===== src/rtl/button_event_pkg.sv =====
// Shared constants for the push-button front end: FSM encoding and channel indices.
package button_event_pkg;

    typedef enum logic [1:0] {
        RELEASED    = 2'd0,
        HOLD_DELAY  = 2'd1,
        HOLD_REPEAT = 2'd2
    } btn_state_e;

    localparam int BTN_LEFT   = 0;
    localparam int BTN_RIGHT  = 1;
    localparam int BTN_UP     = 2;
    localparam int BTN_DOWN   = 3;
    localparam int BTN_MIDDLE = 4;
    localparam int BTN_COUNT  = 5;

    // Directional buttons auto-repeat, middle does not.
    localparam logic [BTN_COUNT-1:0] DEFAULT_REPEAT_MASK = 5'b01111;

endpackage


===== src/rtl/button_channel.sv =====
// One button: 2-flop sync, debounce, press/auto-repeat FSM, sticky pressed/overrun flags.
// Level settles 2+DEBOUNCE_CYCLES-1 edges after input; pulse shares the level edge; no backpressure.
module button_channel
    import button_event_pkg::*;
#(
    parameter int DEBOUNCE_CYCLES = 250000,
    parameter bit REPEAT_EN       = 1'b1,
    parameter int REPEAT_DELAY    = 12500000,
    parameter int REPEAT_PERIOD   = 2500000
) (
    input  logic clk,
    input  logic reset,
    input  logic btn_in,
    input  logic ack,
    output logic btn_level,
    output logic pulse,
    output logic pressed,
    output logic overrun
);

    localparam int DW   = $clog2(DEBOUNCE_CYCLES + 1);
    localparam int RMAX = (REPEAT_DELAY > REPEAT_PERIOD) ? REPEAT_DELAY : REPEAT_PERIOD;
    localparam int RW   = (RMAX > 1) ? $clog2(RMAX) : 1;

    localparam logic [DW-1:0] D_LAST  = DW'(DEBOUNCE_CYCLES - 1);
    localparam logic [RW-1:0] RD_LAST = RW'(REPEAT_DELAY - 1);
    localparam logic [RW-1:0] RP_LAST = RW'(REPEAT_PERIOD - 1);

    logic          r_sync1, r_sync2, r_level;
    logic [DW-1:0] r_dcnt, w_dcnt_nxt;
    logic          w_level_nxt;
    btn_state_e    r_state, w_state_nxt;
    logic [RW-1:0] r_rcnt, w_rcnt_nxt;
    logic          r_pulse, w_pulse_nxt;
    logic          r_pressed, r_overrun;

    always_comb begin
        w_level_nxt = r_level;
        w_dcnt_nxt  = '0;
        if (r_sync2 != r_level) begin
            if (r_dcnt == D_LAST) begin
                w_level_nxt = r_sync2;
            end else begin
                w_dcnt_nxt = r_dcnt + 1'b1;
            end
        end
    end

    // FSM looks at the next debounced level so the pulse lands on the same edge as the level change.
    always_comb begin
        w_state_nxt = r_state;
        w_rcnt_nxt  = r_rcnt;
        w_pulse_nxt = 1'b0;
        case (r_state)
            RELEASED: begin
                if (w_level_nxt) begin
                    w_pulse_nxt = 1'b1;
                    w_state_nxt = HOLD_DELAY;
                    w_rcnt_nxt  = '0;
                end
            end
            HOLD_DELAY: begin
                if (!w_level_nxt) begin
                    w_state_nxt = RELEASED;
                    w_rcnt_nxt  = '0;
                end else if (REPEAT_EN) begin
                    if (r_rcnt == RD_LAST) begin
                        w_pulse_nxt = 1'b1;
                        w_state_nxt = HOLD_REPEAT;
                        w_rcnt_nxt  = '0;
                    end else begin
                        w_rcnt_nxt = r_rcnt + 1'b1;
                    end
                end
            end
            HOLD_REPEAT: begin
                if (!w_level_nxt) begin
                    w_state_nxt = RELEASED;
                    w_rcnt_nxt  = '0;
                end else if (r_rcnt == RP_LAST) begin
                    w_pulse_nxt = 1'b1;
                    w_rcnt_nxt  = '0;
                end else begin
                    w_rcnt_nxt = r_rcnt + 1'b1;
                end
            end
            default: begin
                w_state_nxt = RELEASED;
                w_rcnt_nxt  = '0;
            end
        endcase
    end

    always_ff @(posedge clk) begin
        if (reset) begin
            r_sync1 <= 1'b0;
            r_sync2 <= 1'b0;
            r_level <= 1'b0;
            r_dcnt  <= '0;
            r_state <= RELEASED;
            r_rcnt  <= '0;
            r_pulse <= 1'b0;
        end else begin
            r_sync1 <= btn_in;
            r_sync2 <= r_sync1;
            r_level <= w_level_nxt;
            r_dcnt  <= w_dcnt_nxt;
            r_state <= w_state_nxt;
            r_rcnt  <= w_rcnt_nxt;
            r_pulse <= w_pulse_nxt;
        end
    end

    // A pulse coinciding with ack still latches pressed so no event is lost.
    always_ff @(posedge clk) begin
        if (reset) begin
            r_pressed <= 1'b0;
            r_overrun <= 1'b0;
        end else if (r_pulse) begin
            r_pressed <= 1'b1;
            if (ack) begin
                r_overrun <= 1'b0;
            end else if (r_pressed) begin
                r_overrun <= 1'b1;
            end
        end else if (ack) begin
            r_pressed <= 1'b0;
            r_overrun <= 1'b0;
        end
    end

    assign btn_level = r_level;
    assign pulse     = r_pulse;
    assign pressed   = r_pressed;
    assign overrun   = r_overrun;

endmodule


===== src/rtl/button_event_unit.sv =====
// N independent button channels between the board pins and the game logic.
// Latency and flag behaviour are those of button_channel; events never stall.
module button_event_unit
    import button_event_pkg::*;
#(
    parameter int             N               = 5,
    parameter int             DEBOUNCE_CYCLES = 250000,
    parameter logic [N-1:0]   REPEAT_MASK     = N'(DEFAULT_REPEAT_MASK),
    parameter int             REPEAT_DELAY    = 12500000,
    parameter int             REPEAT_PERIOD   = 2500000
) (
    input  logic         clk,
    input  logic         reset,
    input  logic [N-1:0] btn_in,
    input  logic [N-1:0] ack,
    output logic [N-1:0] btn_level,
    output logic [N-1:0] pulse,
    output logic [N-1:0] pressed,
    output logic [N-1:0] overrun
);

    for (genvar g = 0; g < N; g++) begin : g_ch
        button_channel #(
            .DEBOUNCE_CYCLES (DEBOUNCE_CYCLES),
            .REPEAT_EN       (REPEAT_MASK[g]),
            .REPEAT_DELAY    (REPEAT_DELAY),
            .REPEAT_PERIOD   (REPEAT_PERIOD)
        ) u_ch (
            .clk       (clk),
            .reset     (reset),
            .btn_in    (btn_in[g]),
            .ack       (ack[g]),
            .btn_level (btn_level[g]),
            .pulse     (pulse[g]),
            .pressed   (pressed[g]),
            .overrun   (overrun[g])
        );
    end

endmodule


===== config.mk =====
export PLATFORM = sky130hd
export DESIGN_NAME = button_event_unit
export DESIGN_NICKNAME = d
export VERILOG_FILES = /design/src/rtl/button_event_pkg.sv /design/src/rtl/button_channel.sv /design/src/rtl/button_event_unit.sv
export SDC_FILE = /design/constraint.sdc
export NUM_CORES = 1
export LEC_CHECK = 0
export ABC_AREA = 1
export BUFFER_PORTS_ARGS = -buffer_cell sky130_fd_sc_hd__buf_4
export CAP_MARGIN = 10
export CORE_MARGIN = 1
export CORE_UTILIZATION = 66
export CTS_BUF_LIST = sky130_fd_sc_hd__clkbuf_2
export DETAILED_ROUTE_END_ITERATION = 10
export PLACE_DENSITY = 0.81
export SLEW_MARGIN = 20
export SYNTH_ARGS = -nofsm -noshare
export SYNTH_HDL_FRONTEND = slang
export SYNTH_HIERARCHICAL = 1
export SYNTH_SLANG_ARGS = --single-unit

===== constraint.sdc =====
create_clock -name clk -period 2.15 [get_ports clk]
set_clock_uncertainty 0.05 [all_clocks]
set_input_delay 0.215 -clock clk [delete_from_list [all_inputs] [get_ports clk]]
set_output_delay 0.215 -clock clk [all_outputs]
set_load 0.1 [all_outputs]

==> results.sh, run 1 <==
export IMPL_status="finished clean"
export IMPL_clk_latency_ps=860
export IMPL_clk_pin_slew_ps=110
export IMPL_slew_headroom=0.6529
export IMPL_final_cell_count_no_fill=2507
export IMPL_p_seq_frac=0.460
export IMPL_whs_path_depth=5
export IMPL_synth_area_leaders="dfxtp_1, nand2_1, nor2_1, inv_1, a21oi_2"
export IMPL_leakage_uw=0.005423
export IMPL_switchingPower_uw=3182
export IMPL_worstPathRequired_ps=2870
export IMPL_firstDrtPassIters=5
export IMPL_numCtsBuffers=58
export IMPL_cts_sinks=225
export IMPL_post_drt_wl_per_cell_um=12.17
export IMPL_htreeDepth=2
export IMPL_core_area_um2=20430
export IMPL_synth_edff_count=0
export IMPL_io_pins=32
export IMPL_syn_inst=2112
export IMPL_ys_seq_area_frac=0.3236
export IMPL_grt_use_total=0.2838
export IMPL_synth_common_cells="nand2_1, nor2_1, inv_1, dfxtp_1, nand3_1"
export IMPL_dp_hpwl_um=21710
export IMPL_critPathCaptureType="flop"
export IMPL_power_density_nw_per_um2=619.8
export IMPL_worstPathMaxFanout=22
export IMPL_synth_most_common_cell="nand2_1"
export IMPL_fin_crit_sh=0.9218
export IMPL_gp_congestion=0.9393
export IMPL_synth_net_count=2149
export IMPL_dp_cells=2383
export IMPL_grt_overflow_total=0
export IMPL_internal_power_uw=6153
export IMPL_drt_total_wl_um=30520
export IMPL_start_kind="flop"
export IMPL_drv_cap=0
export IMPL_die_area_um2=21680
export IMPL_initial_core_util=0.6813
export IMPL_die_w_um=147.2
export IMPL_grt_max_degree=32
export IMPL_synth_main_ff_cell="dfxtp_1"
export IMPL_clkPwrFrac=0.329
export IMPL_synth_area_per_cell_um2=6.591
export IMPL_n_fill_cell=1751
export IMPL_rows=52
export IMPL_grt_pass1_vias=12200
export IMPL_switching_share=0.3409
export IMPL_syn_area_um2=13920
export IMPL_cts_tree="built"
export IMPL_yosysWarnings=6
export IMPL_yosysUniqueCellTypes=36
export IMPL_ff2ff_path_depth=9
export IMPL_crit_arrival_ps=2700
export IMPL_die_h_um=147.2
export IMPL_drv_slew=0
export IMPL_ant_nets=0
export IMPL_async_flop_share=0
export IMPL_finalHoldViolCount=0
export IMPL_grt_pass1_wl_um=52880
export IMPL_period_needed_ps=1982
export IMPL_vias=13220
export IMPL_via_per_inst=5.272
export IMPL_synth_seq_cells=225
export IMPL_hp_class="in -> reg"
export IMPL_fin_nets=2230
export IMPL_synth_top_cell_by_area="dfxtp_1"
export IMPL_area_growth_pct=8.198
export IMPL_totalNegativeSetupSlack_ps=0
export IMPL_antenna_found_initial=1
export IMPL_timing_fmax_ghz=0.5046
export IMPL_max_vdd_ir_drop_mv=0.6885
export IMPL_setup_viol=0
export IMPL_drive_gt1_frac=0.1682
export IMPL_p_comb_frac=0.211
export IMPL_drt_initial_drc_count=742
export IMPL_yosysTopAreaCellShare=0.3236
export IMPL_io_buffers=31
export IMPL_drc=0
export IMPL_crit_type="reg -> reg"
export IMPL_clockBufferDepth=3
export IMPL_root_buffer="clkbuf_2"
export IMPL_worst_pin_slew_ps=518.8
[repair_timing]
| item | in CTS | in global routing |
|---|---|---|
| resized for setup | 0 | 5 |
| endpoints found under the hold margin | 103 | 0 |
| hold buffers | 20 | 0 |
| buffers inserted | 0 | 0 |
| setup endpoints to repair | 0 | 61 |
[worst max-delay path: stages, from the launching register on]
cell and delay [ps]:
dfxtp_1 370, ha_1 210, nand4_1 150, nor2_2 190
nand3_2 150, nand2_2 170, nand3_2 170, nand2_8 230
nand2_1 80, a21oi_1 120
[registers in the layout, summed over array words and instances, names as in the netlist]
name	cells
g_ch.u_ch/r_rcnt	96
g_ch.u_ch/r_dcnt	90
g_ch.u_ch/r_state	9
g_ch.u_ch/btn_level	5
g_ch.u_ch/overrun	5
g_ch.u_ch/pressed	5
g_ch.u_ch/pulse	5
g_ch.u_ch/r_sync1	5
g_ch.u_ch/r_sync2	5
[placed cells by master, fill, tap and decap left out, types with 3 or more instances in the layout]
master           n
dlygate4sd3_1   20
a211oi_1         8
nor3_1          45
nand3_2         15
nor2_2          24
nor4_1           8
inv_1          260
nor2_1         387
ha_1            25
nand2_1        504
nand3b_1        11
bufinv_16        3
xnor2_1         15
clkbuf_2        75
nand2_2         89
or2_2            5
nand3_4          4
a21oi_2         80
nand3_1        102
clkinv_2         4
nand2_8          3
nand2_4          9
dfxtp_1        225
o21a_1           4
a21oi_1         81
inv_2            8
o21ai_0         16
clkinv_1        21
o2111ai_1        8
xor2_1          42
nor3b_1          8
buf_4           52
nand4_1         66
[metrics by stage]
step                      hold WS [ps]  utilization  power (uW)  cell area (um2)  worst slack, ps
after floorplan                  236.2            -        5972            13920            255.2
after global placement           321.2       0.6979        6259            14260            185.0
after detailed placement         326.9       0.6979        6301            14260            95.33
after CTS                        54.02       0.7353        9434            15020            74.90
after global routing             129.9       0.7372        9869            15060           -1.674
final                            156.8       0.7372        9335            15060            168.2
[worst paths after layout]
check,from,to,slack [ps]
max,g_ch[1].u_ch/r_dcnt[0],g_ch[1].u_ch/r_rcnt[1],170
min,ack[3],g_ch[3].u_ch/overrun,160
max reg2reg,g_ch[1].u_ch/r_dcnt[0],g_ch[1].u_ch/r_rcnt[1],170
min reg2reg,g_ch[4].u_ch/r_state[0],g_ch[4].u_ch/pulse,330
[cells by family after synthesis]
family	count (synthesis)	share of synthesized area
DFF	225	0.3236
and+or+nand+nor	1285	0.4177
AOI/OAI and AO/OA	199	0.09780
buffers and inverters	321	0.1026
adders and majority gates	25	0.02247
xor gates and xnor gates	57	0.03587
[final cells by class]
cell class | count | area (um2) | share of cell area
inverter | 268 | 1006 | 0.06679
multi-input combinational | 1566 | 8024 | 0.5328
sequential | 225 | 4504 | 0.2991
clock buffer | 75 | 375.4 | 0.02492
antenna | 1 | 2.502 | 0.0001662
tap | 270 | 337.8 | 0.02243
timing repair buffer | 74 | 621.8 | 0.04129
clock inverter | 28 | 188.9 | 0.01254
[per-layer routing]
layer / track usage / part of all wire / wire length [um]
met5: 0 / 0 / 0
met4: 0.1077 / 0.023 / 694
met3: 0.04193 / 0.049 / 1500
met2: 0.4733 / 0.46 / 14060
met1: 0.3699 / 0.47 / 14260
[power groups by stage]
stage / sequential, uW / combinational, uW / clock [uW]
after floorplan: 4380 / 1600 / 0
after global placement: 4390 / 1870 / 0
after detailed placement: 4390 / 1910 / 0
after CTS: 4300 / 1940 / 3190
after global routing: 4310 / 2160 / 3400
final: 4300 / 1970 / 3070
(Power assumes the default switching activity.)
==> run 2, diff against run 1 <==
--- a/config.mk
+++ b/config.mk
@@ -14,4 +14,5 @@
 export DETAILED_ROUTE_END_ITERATION = 10
 export PLACE_DENSITY = 0.81
+export SETUP_SLACK_MARGIN = 0.2
 export SLEW_MARGIN = 20
 export SYNTH_ARGS = -nofsm -noshare
==> constraint.sdc (replaced) <==
create_clock -name clk -period 2.15 [get_ports clk]
set_clock_uncertainty 0.05 [all_clocks]
set_input_delay 0.43 -clock clk [delete_from_list [all_inputs] [get_ports clk]]
set_output_delay 0.43 -clock clk [all_outputs]
set_load 0.1 [all_outputs]
==> run 2 against run 1 <==
Net effect:
- global-route usage up 1.7 points
- hold slack better by 120 ps
- largest power group unchanged
- wire length up 11%
- sequential cell count unchanged
- combinational power up 12%
- sequential share of layout area down 1.4 points
- cell count up 1.5%
- critical endpoint is now g_ch[2].u_ch/r_state[0]
- first-iteration DRC count up 20%
- power up 4.6%
==> results.sh, run 2 (synthesis results as in run 1) <==
export IMPL_status="finished clean"
export IMPL_slew_headroom=0.6518
export IMPL_max_vdd_ir_drop_mv=0.5542
export IMPL_vias=13860
export IMPL_cts_sinks=225
export IMPL_final_cell_mix="nand2_1, nor2_1, inv_1, dfxtp_1, nand3_1"
export IMPL_whs_path_depth=4
export IMPL_worstPathMaxFanout=5
export IMPL_clockBufferDepth=3
export IMPL_start_kind="flop"
export IMPL_firstDrtPassIters=5
export IMPL_io_buffers=31
export IMPL_worstPathRequired_ps=2870
export IMPL_dp_cells=2383
export IMPL_drc=0
export IMPL_power_uw=9766
export IMPL_die_area_um2=21680
export IMPL_period_needed_ps=1919
export IMPL_fin_nets=2263
export IMPL_setup_viol=0
export IMPL_io_pins=32
export IMPL_placed_area_um2=14270
export IMPL_largestRegisters="g_ch.u_ch/r_rcnt x96, g_ch.u_ch/r_dcnt x90, g_ch.u_ch/r_state x9"
export IMPL_timing_rr_end="g_ch[2].u_ch/r_state[0]"
export IMPL_timing_fmax_ghz=0.5210
export IMPL_ant_nets=0
export IMPL_wl_met3_um=2048
export IMPL_crit_type="reg -> reg"
export IMPL_critPathCaptureType="flop"
export IMPL_finalHoldViolCount=0
export IMPL_rsz0062_at_grt="yes"
export IMPL_drive_gt1_frac=0.2155
export IMPL_grt_use_total=0.3006
export IMPL_worst_hold_path_endpoint="g_ch[3].u_ch/r_sync1"
export IMPL_initial_core_util=0.6813
export IMPL_largest_reg_flops=96
export IMPL_hp_class="in -> reg"
export IMPL_n_fill_cell=1589
export IMPL_grt_overflow_total=0
export IMPL_hold_start="btn_in[3]"
export IMPL_final_cell_count_no_fill=2545
export IMPL_reg2reg_from="g_ch[2].u_ch/r_dcnt[0]"
export IMPL_drt_total_wl_um=33720
export IMPL_fin_hold_ws_ps=280.9
export IMPL_power_density_nw_per_um2=607.3
export IMPL_drv_slew=0
export IMPL_wl_met2_um=15730
export IMPL_clk_latency_ps=850
export IMPL_clk_pin_slew_ps=110
export IMPL_grt_max_degree=53
export IMPL_antenna_found_initial=1
export IMPL_grt_pass1_vias=12640
export IMPL_area_growth_pct=15.52
export IMPL_core_area_um2=20430
export IMPL_fin_crit_sh=0.8927
export IMPL_numCtsBuffers=57
export IMPL_gp_congestion=0.9524
export IMPL_crit_arrival_ps=2640
export IMPL_totalNegativeSetupSlack_ps=0
export IMPL_regMostFlops="g_ch.u_ch/r_rcnt"
export IMPL_r2r_slack_ps=230
export IMPL_top_layer="met4"
export IMPL_cts_tree="built"
export IMPL_die_w_um=147.2
export IMPL_via_per_inst=5.445
export IMPL_drv_cap=0
export IMPL_root_buffer="clkbuf_2"
export IMPL_grt_pass1_wl_um=55480
export IMPL_die_h_um=147.2
export IMPL_dp_hpwl_um=22050
export IMPL_fin_area_um2=16080
export IMPL_rows=52
export IMPL_drt_initial_drc_count=890
export IMPL_leakage_uw=0.005779
export IMPL_htreeDepth=2
export IMPL_layout_commonest_cell="nand2_1"
export IMPL_post_drt_wl_per_cell_um=13.25
export IMPL_ff2ff_path_depth=12
export IMPL_worst_pin_slew_ps=518.3
export IMPL_wirelength_met1_um=14790
run 2: repair_timing:
| item | CTS | global route |
|---|---|---|
| gates resized for setup | 100 | 86 |
| cloned | 3 | 6 |
| pin swaps | 3 | 40 |
| hold buffers | 15 | 0 |
| setup buffers | 6 | 24 |
| hold endpoints to repair | 35 | 0 |
| setup endpoints to repair | 108 | 131 |
run 2: worst max path at each step:
stage                                  startpoint                 endpoint  cells past startpoint
after CTS                  g_ch[2].u_ch/btn_level             btn_level[2]                      1
final                      g_ch[2].u_ch/r_dcnt[0]  g_ch[2].u_ch/r_state[0]                     12
after global routing      g_ch[2].u_ch/r_dcnt[16]  g_ch[2].u_ch/r_state[0]                     13
after detailed placement   g_ch[2].u_ch/r_rcnt[0]   g_ch[2].u_ch/r_rcnt[0]                     10
after floorplan            g_ch[0].u_ch/btn_level  g_ch[0].u_ch/r_rcnt[10]                      7
after global placement     g_ch[2].u_ch/r_rcnt[0]   g_ch[2].u_ch/r_rcnt[1]                     10
run 2: power by group:
group          switching, uW  internal, uW
logic                   1460           749
clock network           1780          1500
registers               70.2          4220
run 2: layer usage:
layer	track usage	vias to the layer above
met5	0	-
met4	0.1412	0
met3	0.04410	109
met2	0.4950	469
met1	0.3871	6336
li1	-	6944
run 2: layout make-up:
type | instances | area [um2] | share of cell area
tap | 270 | 337.8 | 0.02101
clock inverter | 28 | 216.5 | 0.01346
antenna | 1 | 2.502 | 0.0001556
inverter | 268 | 1008 | 0.06271
timing repair buffer | 99 | 1099 | 0.06832
sequential | 225 | 4582 | 0.2849
multi-input combinational | 1575 | 8439 | 0.5248
clock buffer | 79 | 395.4 | 0.02459
run 2: critical path: stages, from the launching register on:
cell,delay (ps)
dfxtp_2,380
ha_4,150
nand4_1,130
nor2_2,200
nand2_2,110
nand2_4,120
nand2_4,100
buf_4,160
nand2_1,90
nand2_1,80
nor2_2,130
nor2_1,60
nor2_1,100
run 2: through the flow:
step                      utilization  setup slack, ps
after global placement         0.6985            199.3
after global routing           0.7871            84.72
final                          0.7871            230.6
after CTS                      0.7588            167.6
after floorplan                     -            255.2
after detailed placement       0.6985            115.5
